`src/rtl/text_render_pipe.sv`:
```
// Text-mode pixel pipeline: coordinate -> text buffer -> character ROM -> mono pixel.
// Three register stages; sync/blank travel alongside the pixel, and the underline cursor blinks.
module text_render_pipe #(
    parameter int COLS            = 80,
    parameter int ROWS            = 60,
    parameter int ADDR_W          = 13,
    parameter int BLINK_FRAMES    = 30,
    parameter bit SYNC_ACTIVE_LOW = 1'b1
) (
    input  logic              clk,
    input  logic              rst_n,
    input  logic [9:0]        pixel_x,
    input  logic [9:0]        pixel_y,
    input  logic              video_on,
    input  logic              hsync_in,
    input  logic              vsync_in,
    input  logic              cursor_en,
    input  logic [6:0]        cursor_col,
    input  logic [5:0]        cursor_row,
    output logic [ADDR_W-1:0] text_addr,
    input  logic [8:0]        text_data,
    output logic [8:0]        char_code,
    output logic [3:0]        line_number,
    input  logic [7:0]        char_line,
    output logic              pixel_on,
    output logic              video_on_out,
    output logic              hsync_out,
    output logic              vsync_out
);

    localparam logic SYNC_OFF = SYNC_ACTIVE_LOW ? 1'b1 : 1'b0;
    localparam logic SYNC_ON  = SYNC_ACTIVE_LOW ? 1'b0 : 1'b1;
    localparam logic [9:0] COLS_L = 10'(COLS);
    localparam logic [9:0] ROWS_L = 10'(ROWS);
    localparam int CNT_W = (BLINK_FRAMES > 1) ? $clog2(BLINK_FRAMES) : 1;
    localparam logic [CNT_W-1:0] CNT_MAX = CNT_W'(BLINK_FRAMES - 1);

    logic [6:0]        col_s;
    logic [6:0]        row_s;
    logic              in_grid_s;
    logic              cur_hit_s;
    logic [ADDR_W-1:0] addr_s;
    logic              vs_edge_s;
    logic              glyph_bit_s;
    logic              pix_s;

    logic [2:0] s1_xl_r, s2_xl_r;
    logic [2:0] s1_yl_r, s2_yl_r;
    logic       s1_vis_r, s2_vis_r;
    logic       s1_von_r, s2_von_r;
    logic       s1_hs_r, s2_hs_r;
    logic       s1_vs_r, s2_vs_r;
    logic       s1_cur_r, s2_cur_r;

    logic [CNT_W-1:0] frame_cnt_r;
    logic             phase_r;
    logic             vs_prev_r;

    assign col_s = pixel_x[9:3];
    assign row_s = pixel_y[9:3];

    assign char_code   = text_data;
    assign line_number = {1'b0, s2_yl_r};

    // Cell decode: grid membership, cursor match and linear buffer address
    always_comb begin
        in_grid_s = ({3'b000, col_s} < COLS_L) && ({3'b000, row_s} < ROWS_L);
        // in_grid gating keeps an off-grid cursor position from ever matching
        cur_hit_s = cursor_en && in_grid_s && (col_s == cursor_col) &&
                    (row_s == {1'b0, cursor_row}) && (pixel_y[2:0] == 3'd7);
        if (in_grid_s) begin
            addr_s = ADDR_W'(row_s) * ADDR_W'(COLS) + ADDR_W'(col_s);
        end else begin
            addr_s = {ADDR_W{1'b0}};
        end
    end

    // Glyph bit select (MSB is leftmost) and cursor overlay for the output stage
    always_comb begin
        glyph_bit_s = char_line[3'd7 - s2_xl_r];
        if (s2_vis_r) begin
            pix_s = glyph_bit_s || (s2_cur_r && phase_r);
        end else begin
            pix_s = 1'b0;
        end
    end

    assign vs_edge_s = (vsync_in == SYNC_ON) && (vs_prev_r != SYNC_ON);

    // Stages 1 and 2: buffer address plus the side fields that travel with it
    always_ff @(posedge clk or negedge rst_n) begin
        if (!rst_n) begin
            text_addr <= {ADDR_W{1'b0}};
            s1_xl_r   <= 3'd0;
            s1_yl_r   <= 3'd0;
            s1_vis_r  <= 1'b0;
            s1_von_r  <= 1'b0;
            s1_hs_r   <= SYNC_OFF;
            s1_vs_r   <= SYNC_OFF;
            s1_cur_r  <= 1'b0;
            s2_xl_r   <= 3'd0;
            s2_yl_r   <= 3'd0;
            s2_vis_r  <= 1'b0;
            s2_von_r  <= 1'b0;
            s2_hs_r   <= SYNC_OFF;
            s2_vs_r   <= SYNC_OFF;
            s2_cur_r  <= 1'b0;
        end else begin
            text_addr <= addr_s;
            s1_xl_r   <= pixel_x[2:0];
            s1_yl_r   <= pixel_y[2:0];
            s1_vis_r  <= video_on && in_grid_s;
            s1_von_r  <= video_on;
            s1_hs_r   <= hsync_in;
            s1_vs_r   <= vsync_in;
            s1_cur_r  <= cur_hit_s;
            s2_xl_r   <= s1_xl_r;
            s2_yl_r   <= s1_yl_r;
            s2_vis_r  <= s1_vis_r;
            s2_von_r  <= s1_von_r;
            s2_hs_r   <= s1_hs_r;
            s2_vs_r   <= s1_vs_r;
            s2_cur_r  <= s1_cur_r;
        end
    end

    // Stage 3: registered pixel and delayed sync/blank
    always_ff @(posedge clk or negedge rst_n) begin
        if (!rst_n) begin
            pixel_on     <= 1'b0;
            video_on_out <= 1'b0;
            hsync_out    <= SYNC_OFF;
            vsync_out    <= SYNC_OFF;
        end else begin
            pixel_on     <= pix_s;
            video_on_out <= s2_von_r;
            hsync_out    <= s2_hs_r;
            vsync_out    <= s2_vs_r;
        end
    end

    // Blink: count vsync assertion edges, toggle phase on wrap
    always_ff @(posedge clk or negedge rst_n) begin
        if (!rst_n) begin
            frame_cnt_r <= {CNT_W{1'b0}};
            phase_r     <= 1'b1;
            vs_prev_r   <= SYNC_OFF;
        end else begin
            vs_prev_r <= vsync_in;
            if (vs_edge_s) begin
                if (frame_cnt_r == CNT_MAX) begin
                    frame_cnt_r <= {CNT_W{1'b0}};
                    phase_r     <= ~phase_r;
                end else begin
                    frame_cnt_r <= frame_cnt_r + CNT_W'(1);
                end
            end else begin
                frame_cnt_r <= frame_cnt_r;
            end
        end
    end

endmodule

```
`config.mk`:
```
export PLATFORM = sky130hd
export DESIGN_NAME = text_render_pipe
export DESIGN_NICKNAME = d
export VERILOG_FILES = /design/src/rtl/text_render_pipe.sv
export SDC_FILE = /design/constraint.sdc
export NUM_CORES = 1
export LEC_CHECK = 0
export BUFFER_PORTS_ARGS = -buffer_cell sky130_fd_sc_hd__clkbuf_2
export CORE_ASPECT_RATIO = 2
export CORE_MARGIN = 2
export CORE_UTILIZATION = 50
export CTS_BUF_LIST = sky130_fd_sc_hd__clkbuf_4 sky130_fd_sc_hd__clkbuf_8
export DETAILED_ROUTE_END_ITERATION = 6
export PLACE_DENSITY = 0.82
export SETUP_SLACK_MARGIN = 0.4
export SYNTH_ARGS = -nofsm -noshare
export SYNTH_HDL_FRONTEND = slang
export SYNTH_SLANG_ARGS = --single-unit
export TNS_END_PERCENT = 100
```
`constraint.sdc`:
```
create_clock -name clk -period 3 [get_ports clk]
set_clock_uncertainty 0.15 [all_clocks]
set_input_delay 0.6 -clock clk [delete_from_list [all_inputs] [get_ports clk]]
set_output_delay 0.6 -clock clk [all_outputs]
set_load 0.005 [all_outputs]
```
==> metrics.csv <==
stage;metric;value;unit
run_status;outcome;complete, no violations;
power;Max VDD drop;0.000297;V
detailed_routing;DR iter-0 viols;6;
detailed_routing;final WL;3940;um
critical_path;Max stage delay on crit path;430;ps
timing;RSZ-0062 raised after global routing;false;
critical_path;Critical Path Start Type;primary input;
critical_path;crit path cell chain;clkbuf_2 > ha_1 > ha_1 > fa_1 > a21o_1 > a21oi_1 > xnor2_1 > a31o_1 > a21oi_2;
floorplanning;I/O pin count;86;
synthesis;syn_area_per_cell;12.4;sq um
placement;placed wire-length estimate;3240;um
timing;Final Cycle Share;0.847;
synthesis;number of enable flip-flop cells after synthesis;0;
clocking;Sink Count;45;
placement;GPL Wtd Cong;0.805;
critical_path;crit path kind;in -> reg;
detailed_routing;First-pass DRT Iterations;4;
final_layout;synthesis-to-layout area growth;20.8;%
detailed_routing;Residual DRC;0;
floorplanning;Die Span Y;96.3;um
timing;Hold WS;196;ps
critical_path;WP buf/inv;1;
floorplanning;Die X-Extent;50.1;um
critical_path;cell mode on critical path;ha_1;
clocking;clk buf depth;2;
synthesis;post-synthesis cell area;2130;sq um
synthesis;Synth top area share;0.447;
synthesis;sequential fraction of the synthesis area;0.533;
global_routing;initial antenna violation count;0;
power;leakage power;1.27;nW
placement;port buffer count;66;
critical_path;critical path's top delay family;adder cells;
detailed_routing;Antenna Nets Post-Route;0;
global_routing;first-pass GRT wire length;6440;um
final_layout;number of diodes;0;
floorplanning;row count;33;
global_routing;GRT Residual Overflow;0;
global_routing;pin count of the biggest net entering global routing;46;
synthesis;top_reg_cell synth;dfrtp_1;
global_routing;vias in the first global route;1483;
clocking;clk_lat worst skew;290;ps
synthesis;unique cell type count in the Yosys netlist;43;
synthesis;cell taking the most area after synthesis;dfrtp_1;
synthesis;syn nets;245;
critical_path;Worst Path Required;3020;ps
critical_path;Critical Path AT;2560;ps
clocking;clock slew at reported path FFs;80;ps
final_layout;most frequent cells in the layout;clkbuf_2 (66), dfrtp_1 (38), ha_1 (15), nor2_1 (13), xnor2_1 (11);
timing;Max Slew Vio Count;0;
worst_hold_path;HP Class;reg -> reg;
clocking;CTS tree;done;
clocking;CTS buffer count;5;
floorplanning;Core Region;4090;sq um
final_layout;commonest non-fill, non-tap cell in the layout;clkbuf_2;
critical_path;CP max-delay cell;fa_1;
floorplanning;die area;4830;sq um
synthesis;Post-Synthesis Cells;172;
power;Pwr per Cell Area;537;nW/um^2
flow_run;max cap viols;0;
synthesis;Synth Register Bits;45;
synthesis;share of flip-flops with an asynchronous set or reset;1.00;
timing;final hold violation count;0;
critical_path;CP endpoint kind;flip-flop;
final_layout;# nets final;308;
detailed_routing;Via density;5.06;
final_layout;layout cells sized above 1;0.403;
timing;setup TNS;0;ps
timing;Max-slew headroom;0.647;
floorplanning;Initial Util;0.521;
detailed_routing;vias;1457;
clocking;clock root cell;clkbuf_8;
timing;Final setup viols;0;
timing;Max Clk Rate;394;MHz
global_routing;GR Util All Layers;0.182;
clocking;H-tree depth;2;
synthesis;main area contributors after synthesis;dfrtp_1 (45%), ha_1 (8.8%), dfstp_2 (8.6%), xnor2_1 (4.5%), xor2_1 (3.7%);
critical_path;Max FO, Critical Path;4;
timing;min Tclk post-route;2540;ps
synthesis;Yosys warning count;0;
detailed_routing;Avg WL per Cell;13.7;um
timing;Worst-Margin Slew;530;ps
==> cell usage after synthesis (all sizes together), types with 2 or more instances <==
master and instances:
fa 2, nand2 7, nor3 3, nand4 6, buf 10, dfrtp 38, mux4 2, nor2b 3
xnor2 11, and2 6, a21o 3, a21oi 3, xor2 9, nor2 14, o21ai 7, dfstp 7
nor4 3, inv 4, ha 15, or2 2
==> flip-flops by register name, indices dropped and copies added (netlist names), 3 cells and up <==
register	flops
s2_xl_r	3
frame_cnt_r	5
s2_yl_r	3
text_addr	13
s1_yl_r	3
s1_xl_r	3
==> cells by family after synthesis <==
| kind of cell | synth area share |
|---|---|
| buffers and inverters | 0.0441 |
| XOR/XNOR | 0.0823 |
| other | 0.00176 |
| AO/OA/AOI/OAI | 0.0670 |
| flip-flops | 0.533 |
| multiplexers | 0.0259 |
| adder cells (fa/ha/maj) | 0.107 |
| AND/OR/NAND/NOR | 0.139 |
==> where the power goes <==
part	internal, mW	total, mW	switching (mW)
Combinational	0.128	0.270	0.142
Clock	0.212	0.405	0.192
Sequential	0.668	0.706	0.0378
Total	1.01	1.38	0.372
==> per-layer routing <==
| layer | global-route usage | share of wire | vias up |
|---|---|---|---|
| met1 | 0.176 | 0.33 | 690 |
| met5 | 0 | 0 | - |
| met3 | 0.0326 | 0.045 | 7 |
| met4 | 0.106 | 0.030 | 0 |
| met2 | 0.346 | 0.59 | 47 |
| li1 | - | - | 713 |
==> metrics by stage <==
step / instances / cell area [sq um] / setup WS, ps / utilization / total power [mW]
finish: 288 / 2570 / 460 / 0.629 / 1.38
global route: 288 / 2570 / 414 / 0.629 / 1.47
CTS: 288 / 2560 / 496 / 0.626 / 1.40
detailed placement: 280 / 2450 / 177 / 0.600 / 0.986
global placement: 280 / 2450 / 255 / 0.600 / 0.971
floorplan: 172 / 2130 / 459 / - / 0.884
==> cell type report <==
cell class              instances  area [sq um]
flip-flops and latches         45          1130
multi-input cells             112           912
inverters                       4          15.0
fillers                       341          1520
well taps                      52          65.1
repair buffers                 67           338
clock buffers                   7          96.3
clock inverters                 1          8.76
==> path summary, 6_finish.rpt <==
| kind | from | end | slack, ps | depth (start not counted) |
|---|---|---|---|---|
| setup / recovery | pixel_y[6] | text_addr[12] | 460 | 9 |
| hold / removal | s2_von_r | video_on_out | 200 | 0 |
| setup reg to reg | vs_prev_r | frame_cnt_r[3] | 1410 | 3 |
| hold reg to reg | s2_von_r | video_on_out | 200 | 0 |
| max in group asynchronous | rst_n | phase_r | 2110 | 2 |
| min in group asynchronous | rst_n | text_addr[6] | 220 | 2 |
==> what timing repair did <==
item	in CTS	in global routing
setup endpoints to repair	0	2
setup buffers	0	0
gates resized for setup	0	2
hold buffers	0	0
No activity file was read; power rests on OpenSTA's default activity.
